--- config.mk ---
export PLATFORM = sky130hd
export DESIGN_NAME = ysyx_22040750_mem_arb
export DESIGN_NICKNAME = d
export VERILOG_FILES = /design/src/rtl/ysyx_22040750_mem_arb.sv
export SDC_FILE = /design/constraint.sdc
export NUM_CORES = 1
export LEC_CHECK = 0
export ABC_AREA = 1
export CORE_AREA = 3 3 157 159
export DETAILED_ROUTE_END_ITERATION = 16
export DIE_AREA = 0 0 160 162
export PLACE_DENSITY_LB_ADDON = 0.1
export SLEW_MARGIN = 10
export SYNTH_ARGS = -nofsm -noshare
export SYNTH_HDL_FRONTEND = slang
export SYNTH_SLANG_ARGS = --single-unit
--- constraint.sdc ---
create_clock -name I_sys_clk -period 1.7 [get_ports I_sys_clk]
set_input_delay 0.255 -clock I_sys_clk [delete_from_list [all_inputs] [get_ports I_sys_clk]]
set_output_delay 0.255 -clock I_sys_clk [all_outputs]
set_load 0.02 [all_outputs]
--- src/rtl/ysyx_22040750_mem_arb.sv ---
// Memory-port arbiter: one single-beat, single-outstanding memory port shared by IF and LSU.
// LSU has fixed priority; a saturating counter forces an IF grant after STARVE_LIMIT LSU wins.
module ysyx_22040750_mem_arb #(
   parameter int ADDR_W       = 32,
   parameter int DATA_W       = 64,
   parameter int STARVE_LIMIT = 4
) (
   input  logic                I_sys_clk,
   input  logic                I_rst_n,
   input  logic                I_if_req_valid,
   output logic                O_if_req_ready,
   input  logic [ADDR_W-1:0]   I_if_addr,
   output logic                O_if_rvalid,
   output logic [31:0]         O_if_rdata,
   input  logic                I_ls_req_valid,
   output logic                O_ls_req_ready,
   input  logic [ADDR_W-1:0]   I_ls_addr,
   input  logic                I_ls_wen,
   input  logic [DATA_W-1:0]   I_ls_wdata,
   input  logic [DATA_W/8-1:0] I_ls_wmask,
   output logic                O_ls_rvalid,
   output logic [DATA_W-1:0]   O_ls_rdata,
   output logic                O_mem_req_valid,
   input  logic                I_mem_req_ready,
   output logic [ADDR_W-1:0]   O_mem_addr,
   output logic                O_mem_wen,
   output logic [DATA_W-1:0]   O_mem_wdata,
   output logic [DATA_W/8-1:0] O_mem_wmask,
   input  logic                I_mem_rvalid,
   input  logic [DATA_W-1:0]   I_mem_rdata
);

   localparam int CNT_W = $clog2(STARVE_LIMIT + 1);
   localparam logic [CNT_W-1:0] STARVE_MAX = CNT_W'(STARVE_LIMIT);

   typedef enum logic [2:0] {
      IDLE,
      IF_REQ,
      IF_RESP,
      LS_REQ,
      LS_RESP
   } state_e;

   state_e           state_q;
   logic [CNT_W-1:0] starve_q;
   logic             addr2_q;
   logic             starveFull;
   logic             lsWins;

   assign starveFull = (starve_q == STARVE_MAX);
   assign lsWins     = I_ls_req_valid && !(I_if_req_valid && starveFull);

   // Grant is decided in IDLE and takes effect next cycle; no preemption once granted.
   always_ff @(posedge I_sys_clk or negedge I_rst_n) begin
      if (!I_rst_n) begin
         state_q  <= IDLE;
         starve_q <= '0;
         addr2_q  <= 1'b0;
      end else begin
         case (state_q)
            IDLE: begin
               if (lsWins) begin
                  state_q <= LS_REQ;
                  if (!I_if_req_valid) begin
                     starve_q <= '0;
                  end else if (!starveFull) begin
                     starve_q <= starve_q + CNT_W'(1);
                  end
               end else if (I_if_req_valid) begin
                  state_q  <= IF_REQ;
                  starve_q <= '0;
               end
            end
            IF_REQ: begin
               if (!I_if_req_valid) begin
                  state_q <= IDLE;
               end else if (I_mem_req_ready) begin
                  state_q <= IF_RESP;
                  addr2_q <= I_if_addr[2];
               end
            end
            IF_RESP: begin
               if (I_mem_rvalid) begin
                  state_q <= IDLE;
               end
            end
            LS_REQ: begin
               if (!I_ls_req_valid) begin
                  state_q <= IDLE;
               end else if (I_mem_req_ready) begin
                  state_q <= LS_RESP;
               end
            end
            LS_RESP: begin
               if (I_mem_rvalid) begin
                  state_q <= IDLE;
               end
            end
            default: state_q <= IDLE;
         endcase
      end
   end

   // Request and response paths are combinational pass-throughs of the owning requester.
   always_comb begin
      O_if_req_ready  = 1'b0;
      O_ls_req_ready  = 1'b0;
      O_if_rvalid     = 1'b0;
      O_if_rdata      = '0;
      O_ls_rvalid     = 1'b0;
      O_ls_rdata      = '0;
      O_mem_req_valid = 1'b0;
      O_mem_addr      = '0;
      O_mem_wen       = 1'b0;
      O_mem_wdata     = '0;
      O_mem_wmask     = '0;
      case (state_q)
         IF_REQ: begin
            O_mem_req_valid = I_if_req_valid;
            O_mem_addr      = I_if_addr;
            O_if_req_ready  = I_mem_req_ready;
         end
         IF_RESP: begin
            O_if_rvalid = I_mem_rvalid;
            O_if_rdata  = addr2_q ? I_mem_rdata[32 +: 32] : I_mem_rdata[0 +: 32];
         end
         LS_REQ: begin
            O_mem_req_valid = I_ls_req_valid;
            O_mem_addr      = I_ls_addr;
            O_mem_wen       = I_ls_wen;
            O_mem_wdata     = I_ls_wdata;
            O_mem_wmask     = I_ls_wmask;
            O_ls_req_ready  = I_mem_req_ready;
         end
         LS_RESP: begin
            O_ls_rvalid = I_mem_rvalid;
            O_ls_rdata  = I_mem_rdata;
         end
         default: ;
      endcase
   end

endmodule

# Word-level counts from Yosys, hierarchy flattened
# Index checks and enable logic that the tools add are counted.
word_totals:
  reg_bits: 7
  inputBits: 207
  out_inout_bits: 206
op_classes:
  add_sub_neg: 1
  eq_ne: 10
  mux: 24
  reduce_logical: 9
op_table:
  columns: ["cell", "count"]
  rows:
  - ["2-to-1 mux 64 bit", 2]
  - ["2-to-1 mux 32 bit", 2]
  - ["case mux 32 bit (2 select lines)", 1]
  - ["2-to-1 mux 3 bit", 11]
  - ["inequality test 3 bit, second input constant", 4]
  - ["case mux 3 bit (4 select lines)", 1]
  - ["2-to-1 mux 8 bit", 1]
  - ["equality test 3 x 2 -> 1 bit, second input constant", 2]
  - ["equality test 3 bit, second input constant", 2]
  - ["AND reduction 3 bit", 2]
  - ["2-to-1 mux 1 bit", 5]
  - ["AND reduction 4 bit", 1]
  - ["adder 3 x 1 -> 3 bit, second input constant", 1]
  - ["equality test 3 x 1 -> 1 bit, second input constant", 1]
  - ["zero test 3 bit", 1]
  - ["logical AND 1 bit", 2]
  - ["inequality test 2 x 1 -> 1 bit, second input constant", 1]
  - ["case mux 1 bit (2 select lines)", 1]
  - ["nonzero test 2 bit", 1]
  - ["OR reduction 2 bit", 1]
  - ["zero test 1 bit", 1]

# Longest topological paths before layout
depth:
  depth_word: 6
  depth_mapped: 8
  depth_no_buf: 7

# Worst setup path before layout
# No wires, ideal clock.
synth_path:
  kind: "reg2out"
  startpoint: "reg state_q[2]"
  endpoint: "out O_mem_addr[15]"
  arrival_ps: 1280
  slack_ps: 165
  stages_incl_launch_ff: 5
  path_buffers: 1
  cell_sequence: "dfrtp_1 -> inv_2 -> nand3_4 -> clkbuf_1 -> o21ai_0"
synth_between:
  elab_chain_len: 2
synth_rtl:
  columns: ["item", "line", "rtl"]
  rows:
  - ["from (decl)", "44", "state_e state_q;"]
  - ["from (signal assigned)", "56", "state_q <= IDLE;"]
  - ["from (signal assigned)", "63", "state_q <= LS_REQ;"]
  - ["from (signal assigned)", "70", "state_q <= IF_REQ;"]
  - ["equality test 3 x 2 -> 1 bit or equality test 3 x 1 -> 1 bit (tied branches)", "117", "case (state_q)"]
  - ["case mux 32 bit (2 select lines) (*)", "117", null]
  - ["to (decl)", "25", "output logic [ADDR_W-1:0] O_mem_addr,"]
# Every way passes the cells marked *; elsewhere a longest branch is shown, timed or not.

# Worst setup path after layout
layout_path:
  startpoint: "reg state_q[1]"
  endpoint: "out O_mem_addr[20]"
# The elaborated chain is that of the path after synthesis.

==> results by group <==
Synth
  • Mux cell area share after synthesis: 0%
  • Post-synthesis cell area: 2547 sq um
  • Post-Synth XOR/XNOR Area: 0.3438%
  • Share of the yosys chip area belonging to registers: 6.876%
  • Dominant combinational cell family by area after synthesis: simple AND/OR/NAND/NOR gates
  • #FFs+latches synth: 7
  • Compound-cell area share of the yosys netlist: 14.34%
  • Syn nets: between 700 and 800
  • Yosys cell types: 22
  • Mapped Cells: between 500 and 600
  • Syn avg cell area: 4.485 sq um
  • Synth Area in Adders: less than 1%
  • Yosys Warn Count: 0
  • Simple-gate share of the synthesized area: 42.53%

STA
  • Final setup violation count: 90
  • Final Hold Viols: 0
  • Worst Max-Slew Pin Slew: between 0.3 and 0.4 ns
  • Worst Skew: 0.001902 ns
  • Fmax: 559.9 MHz
  • RSZ-0062 raised after global routing: true
  • Setup TNS: -2.359 ns
  • Final Cycle Share: 105.1%
  • Final setup margin: -0.08591 ns
  • Max transition margin: roughly 76%
  • Max Transition Viols Final: 0
  • Fin crit period: 1.786 ns
  • Worst Hold Slack: 0.3016 ns

Floorplan
  • Die area: 25920 sq um
  • I/O Pins: 413
  • Chip Height: 162 um
  • Starting density of the core: 10.89%
  • FP Rows: 56
  • Core area: 23400 sq um
  • Die width: roughly 160 um

Route
  • Vias per cell: ~3.7
  • Antenna-violating nets left: 0
  • Post-DR wirelength/cell: roughly 16 um
  • Drt initial violations: 170
  • Via count: 4874
  • DR pass1 iterations: 4
  • DRC: 0
  • Final wirelength: 21420 um

Setup path
  • CP dominant cell by count: buf_12
  • Crit path launch: state_q[1]
  • CP Capture Type: output pin
  • Crit path to: O_mem_addr[20]
  • Reg2Reg Depth: 10
  • Worst R2R End: state_q[2]
  • WP data required: 1.44 ns
  • Crit path largest cell delay: 0.46 ns
  • R2r setup slk: 0.09 ns
  • Slowest cell on crit path: dfrtp_2
  • Worst path cell trace: nand3_4 > buf_12 > buf_12 > clkbuf_16 > o21ai_2 > buf_6
  • Crit path DAT: 1.53 ns
  • Setup CP Type: reg -> out
  • Worst reg2reg startpoint: state_q[2]
  • CP max FO: 8
  • CP startpoint kind: register

Clock tree
  • Clock Tree Root: clkbuf_16
  • Max Root-Sink Buffers: 2
  • H-Tree Depth: 1
  • Clk_lat worst skew: roughly 0.23 ns
  • CTS tree: yes
  • CTS buffer count: 3
  • CTS sink cnt: 7
  • Clock-pin slew on the worst setup and hold paths: 0.04 ns

Layout
  • Fin nets: about 1.2k
  • Diode count: 0
  • Fillcell total: ~2.6k
  • Register area: 177.7 sq um
  • Commonest non-fill, non-tap cell in the layout: clkdlybuf4s50_1
  • Layout cell share with drive strength beyond 1: 37.90%
  • Finished Cell Area: 8044 sq um
  • Most frequent cells in the layout: clkdlybuf4s50_1, inv_1, buf_4, nand2_1, nor2_1
  • P&R area growth vs syn: 215.8%
  • Multi-input gate area: 1996 sq um

Power
  • Pwr/cell area: 1031 nW/um^2
  • Leak: approximately 4.3 nW
  • Worst vdd ir: 0.0003498 V
  • Final Power: 8.292 mW

GRT
  • Initial antenna violation count: 0
  • Largest net degree at the start of global routing: 39
  • GRT overflow: 0
  • Overall Global Routing Usage: 13.83%
  • Number of global-route vias before repair: 4669
  • Wire length of the first global-routing pass: 27850 um

Placed design
  • Global placer's final weighted congestion: approximately 0.85
  • Port buffer count: 412
  • Detailed placer's ending HPWL: 16450 um
  • DP Area: 7214 sq um
  • Dpl ws: -0.2891 ns

Status
  • Failing checks: setup timing
  • Outcome: complete, but fails checks

Flow run
  • Max Cap Viol: 0

Hold path
  • Worst Hold Class: in -> async
==> cells in the mapped netlist <==
library cell	number	area share, %
inv_1	181	27
nor2_1	135	20
nand2_1	115	17
a21oi_1	33	6.5
o21ai_0	31	6.1
nor2_2	13	3.2
clkbuf_1	11	1.6
buf_2	9	1.8
buf_6	8	3.5
dfrtp_1	7	6.9
o21ai_1	6	1.2
nand3_1	5	0.98
buf_4	4	1.2
ha_1	2	0.98
a21oi_2	1	0.34
inv_2	1	0.15
nand3_2	1	0.39
nand3_4	1	0.69
nand4_1	1	0.25
nor3_1	1	0.20
o22ai_1	1	0.25
xor2_1	1	0.34
==> worst min-delay path by stage <==
stage	startpoint	to	slack [ns]	depth (start not counted)
finish	I_rst_n	starve_q[1]	0.30	1
global placement	starve_q[2]	starve_q[2]	0.54	2
floorplan	I_rst_n	addr2_q	-0.04	0
detailed placement	starve_q[2]	starve_q[2]	0.53	2
global route	I_rst_n	starve_q[2]	0.33	1
CTS	I_rst_n	starve_q[1]	0.32	1
==> flip-flops by register name, summed over array words and instances, names as in the netlist <==
register	flops
state_q	3
addr2_q	1
starve_q	3
==> power breakdown <==
group | total (mW) | internal (mW) | switching (mW)
Sequential | 0.321 | 0.236 | 0.0846
Clock | 0.404 | 0.312 | 0.0918
Combinational | 7.57 | 3.52 | 4.04
Total | 8.29 | 4.07 | 4.22
==> layer usage <==
layer	GRT usage, %	wire length (um)
met5	0	0
met1	12.97	7154
met3	4.540	1934
met2	28.77	11860
met4	2.840	477
==> cells by family (layout without fill, tap and decap cells) <==
group                    count (synthesis)  in the layout
adder cells (fa/ha/maj)                  2              2
buffers and inverters                  214            654
XOR/XNOR                                 1              1
AO/OA/AOI/OAI                           72             72
flip-flops                               7              7
AND/OR/NAND/NOR                        272            272
==> per-stage QoR <==
stage                     instances  utilization [%]
after CTS                      1305            29.44
final                          1327            34.37
after global routing           1327            34.37
after floorplan                 568                -
after global placement         1294            30.83
after detailed placement       1294            30.83
==> timing repair <==
action | CTS | global route
endpoints found under the setup margin | 202 | 194
cloned | 2 | 16
hold buffers | 0 | 0
buffers inserted | 5 | 7
pin swaps | 1 | 3
gates resized for setup | 813 | 349
==> critical path, delay by kind of cell, from the launching register on <==
| family | cells | cell delay [ns] |
|---|---|---|
| buffers and inverters | 4 | 0.57 |
| DFF | 1 | 0.46 |
| and+or+nand+nor | 1 | 0.11 |
| AOI/OAI and AO/OA | 1 | 0.14 |
==> area by class of cell <==
cell class	count	area share, %
timing repair buffer	468	58.55
multi-input combinational	347	24.81
inverter	182	8.493
tap	319	4.962
sequential	7	2.209
clock buffer	4	0.9799
Power figures use the tool's default switching activity.
